### src/rtl/rv32i_types.sv
// Shared rv32i types: control word, funct3 encodings, data-memory FSM states and lane helpers.
// Pure declarations, no logic of its own.
package rv32i_types;

    typedef enum logic [1:0] {
        IDLE = 2'd0,
        REQ  = 2'd1,
        DONE = 2'd2
    } dmem_state_t;

    typedef enum logic [2:0] {
        lb  = 3'b000,
        lh  = 3'b001,
        lw  = 3'b010,
        lbu = 3'b100,
        lhu = 3'b101
    } load_funct3_t;

    typedef enum logic [2:0] {
        sb = 3'b000,
        sh = 3'b001,
        sw = 3'b010
    } store_funct3_t;

    typedef struct packed {
        logic       mem_read;
        logic       mem_write;
        logic [2:0] funct3;
    } rv32i_control_word;

    // funct3[1:0] encodes access size: 0 byte, 1 half, 2 word.
    // Misaligned offsets truncate down to the natural boundary of the access.
    function automatic logic [1:0] access_offset(input logic [1:0] size, input logic [1:0] off);
        case (size)
            2'b00:   return off;
            2'b01:   return {off[1], 1'b0};
            default: return 2'b00;
        endcase
    endfunction

    function automatic logic [3:0] lane_mask(input logic [1:0] size, input logic [1:0] off);
        case (size)
            2'b00:   return 4'b0001 << off;
            2'b01:   return 4'b0011 << {off[1], 1'b0};
            2'b10:   return 4'b1111;
            default: return 4'b0000;
        endcase
    endfunction

    function automatic logic misaligned(input logic [1:0] size, input logic [1:0] off);
        case (size)
            2'b01:   return off[0];
            2'b10:   return |off;
            default: return 1'b0;
        endcase
    endfunction

endpackage

### src/rtl/dmem_access_unit_load_extend.sv
// Load lane select and sign/zero extension; shared with the forwarding path.
// Combinational, no handshake.
module load_extend
    import rv32i_types::*;
(
    input  logic [2:0]  funct3,
    input  logic [1:0]  offset,
    input  logic [31:0] rdata,
    output logic [31:0] result
);

    logic [7:0]  byte_sel;
    logic [15:0] half_sel;

    always_comb begin
        byte_sel = rdata[{offset, 3'b000} +: 8];
        half_sel = offset[1] ? rdata[31:16] : rdata[15:0];
        result   = 32'h0;
        case (load_funct3_t'(funct3))
            lb:      result = {{24{byte_sel[7]}}, byte_sel};
            lbu:     result = {24'h0, byte_sel};
            lh:      result = {{16{half_sel[15]}}, half_sel};
            lhu:     result = {16'h0, half_sel};
            lw:      result = rdata;
            default: result = 32'h0;
        endcase
    end

endmodule

### src/rtl/dmem_access_unit.sv
// MEM-stage data-cache initiator; optional MISALIGN_TRAP_EN skips the request for misaligned half/word ops.
// Request visible one cycle after the op arrives, result one cycle after data_resp; stalls the pipe until then.
module dmem_access_unit
    import rv32i_types::*;
#(
    parameter int TIMEOUT_W = 8
) (
    input  logic                 clk,
    input  logic                 rst,
    input  logic                 mem_valid,
    input  rv32i_control_word    mem_ctrl,
    input  logic [31:0]          mem_addr,
    input  logic [31:0]          mem_rs2,
    input  logic                 flush,
    output logic                 data_read,
    output logic                 data_write,
    output logic [31:0]          data_addr,
    output logic [3:0]           data_mbe,
    output logic [31:0]          data_wdata,
    input  logic [31:0]          data_rdata,
    input  logic                 data_resp,
    output logic                 stall,
    output logic [31:0]          load_data,
    output logic [3:0]           mem_byte_en_o,
    output logic                 misalign,
    output logic [TIMEOUT_W-1:0] wait_cycles
);

    dmem_state_t state;
    logic [2:0]  funct3_q;
    logic [1:0]  offset_q;
    logic [3:0]  lane_q;
    logic        is_load_q;
    logic        flushed_q;
    logic        misalign_q;

    logic        start;
    logic        trap;
    logic [1:0]  offset_eff;
    logic [3:0]  lane;
    logic [31:0] ext_data;

    assign start      = (state == IDLE) && mem_valid && (mem_ctrl.mem_read || mem_ctrl.mem_write) && !flush;
    assign offset_eff = access_offset(mem_ctrl.funct3[1:0], mem_addr[1:0]);
    assign lane       = lane_mask(mem_ctrl.funct3[1:0], mem_addr[1:0]);

`ifdef MISALIGN_TRAP_EN
    assign trap = misaligned(mem_ctrl.funct3[1:0], mem_addr[1:0]);
`else
    assign trap = 1'b0;
`endif

    // The accepting IDLE cycle must already freeze the pipe, so stall cannot be registered.
    assign stall    = start || (state == REQ);
    assign misalign = misalign_q;

    load_extend u_load_extend (
        .funct3 (funct3_q),
        .offset (offset_q),
        .rdata  (data_rdata),
        .result (ext_data)
    );

    always_ff @(posedge clk) begin
        if (!rst) begin
            state         <= IDLE;
            data_read     <= 1'b0;
            data_write    <= 1'b0;
            data_addr     <= 32'h0;
            data_mbe      <= 4'h0;
            data_wdata    <= 32'h0;
            load_data     <= 32'h0;
            mem_byte_en_o <= 4'h0;
            misalign_q    <= 1'b0;
            wait_cycles   <= '0;
            funct3_q      <= 3'h0;
            offset_q      <= 2'h0;
            lane_q        <= 4'h0;
            is_load_q     <= 1'b0;
            flushed_q     <= 1'b0;
        end else begin
            case (state)
                IDLE: begin
                    if (start) begin
                        if (trap) begin
                            state         <= DONE;
                            misalign_q    <= 1'b1;
                            load_data     <= 32'h0;
                            mem_byte_en_o <= 4'h0;
                        end else begin
                            state       <= REQ;
                            data_read   <= mem_ctrl.mem_read;
                            data_write  <= mem_ctrl.mem_write && !mem_ctrl.mem_read;
                            data_addr   <= {mem_addr[31:2], 2'b00};
                            data_mbe    <= mem_ctrl.mem_read ? 4'b1111 : lane;
                            data_wdata  <= mem_ctrl.mem_read ? 32'h0 : (mem_rs2 << {offset_eff, 3'b000});
                            funct3_q    <= mem_ctrl.funct3;
                            offset_q    <= mem_addr[1:0];
                            lane_q      <= lane;
                            is_load_q   <= mem_ctrl.mem_read;
                            flushed_q   <= 1'b0;
                            wait_cycles <= '0;
                        end
                    end
                end
                REQ: begin
                    if (wait_cycles != '1)
                        wait_cycles <= wait_cycles + 1'b1;
                    if (flush)
                        flushed_q <= 1'b1;
                    if (data_resp) begin
                        state      <= DONE;
                        data_read  <= 1'b0;
                        data_write <= 1'b0;
                        // A flushed op still completes on the bus but retires nothing; stores return no data.
                        if (flushed_q || flush) begin
                            load_data     <= 32'h0;
                            mem_byte_en_o <= 4'h0;
                        end else begin
                            load_data     <= is_load_q ? ext_data : 32'h0;
                            mem_byte_en_o <= lane_q;
                        end
                    end
                end
                DONE: begin
                    state      <= IDLE;
                    misalign_q <= 1'b0;
                end
                default: state <= IDLE;
            endcase
        end
    end

endmodule
### config.mk
export PLATFORM = sky130hd
export DESIGN_NAME = dmem_access_unit
export DESIGN_NICKNAME = d
export VERILOG_FILES = /design/src/rtl/rv32i_types.sv /design/src/rtl/dmem_access_unit_load_extend.sv /design/src/rtl/dmem_access_unit.sv
export SDC_FILE = /design/constraint.sdc
export NUM_CORES = 1
export LEC_CHECK = 0
export CORE_ASPECT_RATIO = 1.4
export CORE_MARGIN = 5
export CORE_UTILIZATION = 25
export CTS_CLUSTER_DIAMETER = 50
export DETAILED_ROUTE_END_ITERATION = 10
export PLACE_DENSITY = 0.6
export SKIP_CTS_REPAIR_TIMING = 1
export SLEW_MARGIN = 20
export SYNTH_ARGS = -nofsm -noshare
export SYNTH_HDL_FRONTEND = slang
export SYNTH_HIERARCHICAL = 1
export SYNTH_SLANG_ARGS = --single-unit
### constraint.sdc
create_clock -name clk -period 5.7 [get_ports clk]
set_clock_uncertainty 0.15 [all_clocks]
set_input_delay 1.425 -clock clk [delete_from_list [all_inputs] [get_ports clk]]
set_output_delay 1.425 -clock clk [all_outputs]
set_load 0.1 [all_outputs]
==> results by group <==
Route
  • 1st-iter DRT viols: between 300 and 400
  • Routed length per instance: 17.7 um
  • DRT Pass-1 Iters: 5
  • WL final: around 21000 um
  • Detailed-route via count: 5624
  • Avg Vias per Cell: 4.75
  • Post-route DRC: 0
  • Post-DRT Antenna Nets: 0

CTS
  • Clock root cell: clkbuf_16
  • Clock Tree Buf Depth: 2
  • CTS sink count: ~130
  • CTS tree: done
  • Clock Latency Late Sink: slightly above 0.4 ns
  • H-tree depth: 4
  • Clock transition at path regs: 0.06 ns
  • Total CTS buffers: 17

Logic synthesis
  • Count of cell types in the netlist: 50
  • FF+latch count, synth: approximately 130
  • Synth top area share: a little over two fifths
  • EDFF count, synth: 0
  • Sequential fraction of the synthesis area: 43.8%
  • Post-Syn Instances: around 680
  • Simple-gate share of the synthesized area: around a fifth
  • Largest area contributor in the netlist: dfxtp_1
  • Compound-gate portion of the synthesized area: roughly a quarter
  • Mapped Area: 5720 um^2
  • Main synth FF type: dfxtp_1
  • Synth Area in XOR/XNOR: less than 1%
  • Adder-cell share of the synthesized area: less than 1%
  • Post-synthesis mux area share: 6.30%
  • Largest family of logic cells by synthesized area: compound AO/OA/AOI/OAI gates
  • Avg Cell Area, Syn: 8.42 um^2
  • Largest cells by area after synthesis: dfxtp_1 44%, nand2_1 8.3%, a22oi_1 7.5%
  • Post-synth ARST share: 0%
  • Synth warnings: 6

STA
  • Achievable Freq: approximately 0.21 GHz
  • Worst Tran Pin Value: between 1 and 1.5 ns
  • Final Hold Viols: 0
  • Tcrit/Tclk final: 81.8%
  • RSZ-0062 raised after global routing: false
  • Fin Setup TNS: 0 ns
  • Max-slew violation count: 0
  • Slew margin rel.: 28.0%
  • Final worst path period need: 4.66 ns
  • Final Setup Violations: 0

Finish
  • Finished Core Util: about two fifths
  • Finished Layout Cells: 1183
  • Nets: roughly 980
  • Post-Layout Inst Area: ~8700 um^2
  • Area delta synth->final: 52.1%
  • Ant diodes: 0
  • Layout cells sized above 1: under 10%
  • Filler cells: ~2300

Worst setup path
  • CP bufs+invs: 2
  • Slowest cell on crit path: or4b_4
  • Critical Path AT: just over 3 ns
  • Worst EP required: 4.12 ns
  • Element type at the critical path end: output pin
  • Worst Path Max Fanout: 6
  • Critical Path Source Type: input port
  • CP Class: input port to output pin
  • CP top delay family: simple AND/OR/NAND/NOR gates
  • Largest stage delay on the critical path: about 0.6 ns
  • Cells along the critical path: clkdlybuf4s50_1, or4b_4, or2_2, nand2_1, buf_12

Global route
  • Number of global-route vias before repair: 5451
  • Overflow after GRT: 0
  • Total track usage: about 16%
  • Largest net degree at the start of global routing: 70
  • First-pass GRT wire length: ~32000 um
  • Number of antenna violations at the first check in global routing: 0

Power
  • Peak VDD IR: ~0.00019 V
  • Combinational Power Share: about a fifth
  • Switch Pwr: between 0.0007 and 0.0008 W
  • Clock power share: a little over two fifths
  • Leak Pwr: a little under 3 nW
  • Switch share: ~31%
  • PD cells: between 200 and 300 nW/um^2
  • Flop pwr share: a little under two fifths
  • Pint: 0.00167 W

Placed design
  • Placed cell areas: 8120 um^2
  • RePlAce Congestion: roughly 0.86
  • Cells after DPL: around 1200
  • Hpwl dp: ~15000 um
  • Port-buffer cells: about 220

Floorplan
  • DIE WIDTH: 138 um
  • I/O pin cnt: 222
  • Total core area: ~23000 um^2
  • Initial Util: around a quarter
  • Rows: 65
  • Die area: 26000 um^2
  • Die span in y: roughly 190 um

Hold path
  • Min-delay worst type: flop to flop

Outcome
  • Outcome: finished clean

Flow run
  • Max-Cap Viols: 0
[cell type report]
cell class | count | area (um^2) | share of cell area (%)
multi-input combinational | 490 | 2940 | 33.8
clock inverter | 15 | 151 | 1.74
timing repair buffer | 230 | 2280 | 26.2
tap | 301 | 377 | 4.33
clock buffer | 17 | 425 | 4.89
inverter | 5 | 18.8 | 0.216
sequential | 125 | 2500 | 28.8
[cell usage in the layout (no fill, tap or decap), types with 8 or more instances in the layout]
| cell | netlist | layout |
|---|---|---|
| mux2_2 | 15 | 15 |
| o21ai_0 | 38 | 38 |
| a21oi_1 | 77 | 77 |
| nand3_1 | 11 | 11 |
| nor2b_1 | 37 | 36 |
| a32o_1 | 8 | 8 |
| dfxtp_1 | 125 | 125 |
| buf_4 | 3 | 12 |
| clkdlybuf4s50_1 | 0 | 217 |
| a22oi_1 | 57 | 57 |
| a22o_1 | 9 | 9 |
| mux2i_1 | 15 | 15 |
| nor2_1 | 27 | 25 |
| nand2_1 | 126 | 126 |
| a32oi_1 | 9 | 9 |
| clkbuf_16 | 0 | 17 |
[flip-flops by register name, indices dropped and copies added, names as in the netlist]
| signal | flops |
|---|---|
| data_addr | 30 |
| data_mbe | 4 |
| data_read | 1 |
| data_wdata | 32 |
| data_write | 1 |
| flushed_q | 1 |
| funct3_q | 3 |
| is_load_q | 1 |
| lane_q | 4 |
| load_data | 32 |
| mem_byte_en_o | 4 |
| offset_q | 2 |
| state | 2 |
| wait_cycles | 8 |
[path summary, 6_finish.rpt]
path | end | cells after the start | slack [ns] | start
max | stall | 5 | 1.04 | flush
min reg2reg | mem_byte_en_o[1]$_SDFFE_PN0P_ | 2 | 0.30 | mem_byte_en_o[1]$_SDFFE_PN0P_
max reg2reg | data_wdata[31]$_SDFFE_PN0P_ | 5 | 2.92 | state[1]$_SDFFE_PN0P_
min | mem_byte_en_o[1]$_SDFFE_PN0P_ | 2 | 0.30 | mem_byte_en_o[1]$_SDFFE_PN0P_
[synth_stat cells, types with 4 or more instances]
cell type,instances
nand2_1,126
dfxtp_1,125
a21oi_1,77
a22oi_1,57
clkbuf_1,40
o21ai_0,38
nor2b_1,37
nor2_1,27
mux2_2,15
mux2i_1,15
buf_2,11
nand3_1,11
a22o_1,9
a32oi_1,9
a32o_1,8
and2_1,6
inv_1,5
o2bb2ai_1,5
a21boi_0,4
buf_6,4
[power by group through the flow]
stage / Clock, W / Combinational [W] / Sequential, W
2_1_floorplan: 0 / 0.000159 / 0.00106
3_3_place_gp: 0 / 0.000456 / 0.000930
3_5_place_dp: 0 / 0.000458 / 0.000931
4_1_cts: 0.00109 / 0.000459 / 0.000911
5_1_grt: 0.00113 / 0.000484 / 0.000914
6_report: 0.00105 / 0.000455 / 0.000911
[stage by stage]
| stage | power [W] | hold WS [ns] | setup slack (ns) |
|---|---|---|---|
| finish | 0.00242 | 0.296 | 1.04 |
| global route | 0.00253 | 0.317 | 0.991 |
| CTS | 0.00246 | 0.302 | 1.03 |
| detailed placement | 0.00139 | 0.293 | 1.04 |
| global placement | 0.00139 | 0.290 | 1.04 |
| floorplan | 0.00122 | 0.287 | 0.823 |
[routing by layer]
layer / global-route usage (%) / vias up / part of all wire (%)
met1: 18.3 / 2603 / 39
li1: - / 2794 / -
met2: 27.1 / 203 / 51
met3: 5.13 / 24 / 8.1
met5: 0 / - / 0
met4: 5.17 / 0 / 2.3
[cells by family (layout without fill, tap and decap cells)]
family | after synthesis | after routing
multiplexers | 32 | 32
adder cells (fa/ha/maj) | 1 | 1
buffers and inverters | 66 | 267
AND/OR/NAND/NOR | 230 | 230
other | 1 | 3
AO/OA/AOI/OAI | 222 | 222
flip-flops | 125 | 125
XOR/XNOR | 2 | 2
[tightest hold or removal path: stages (launching register included)]
cell and delay [ns]:
dfxtp_1 0.31, nand2_1 0.05, a21oi_1 0.05
Note: power is estimated with default switching activity, not from simulation.
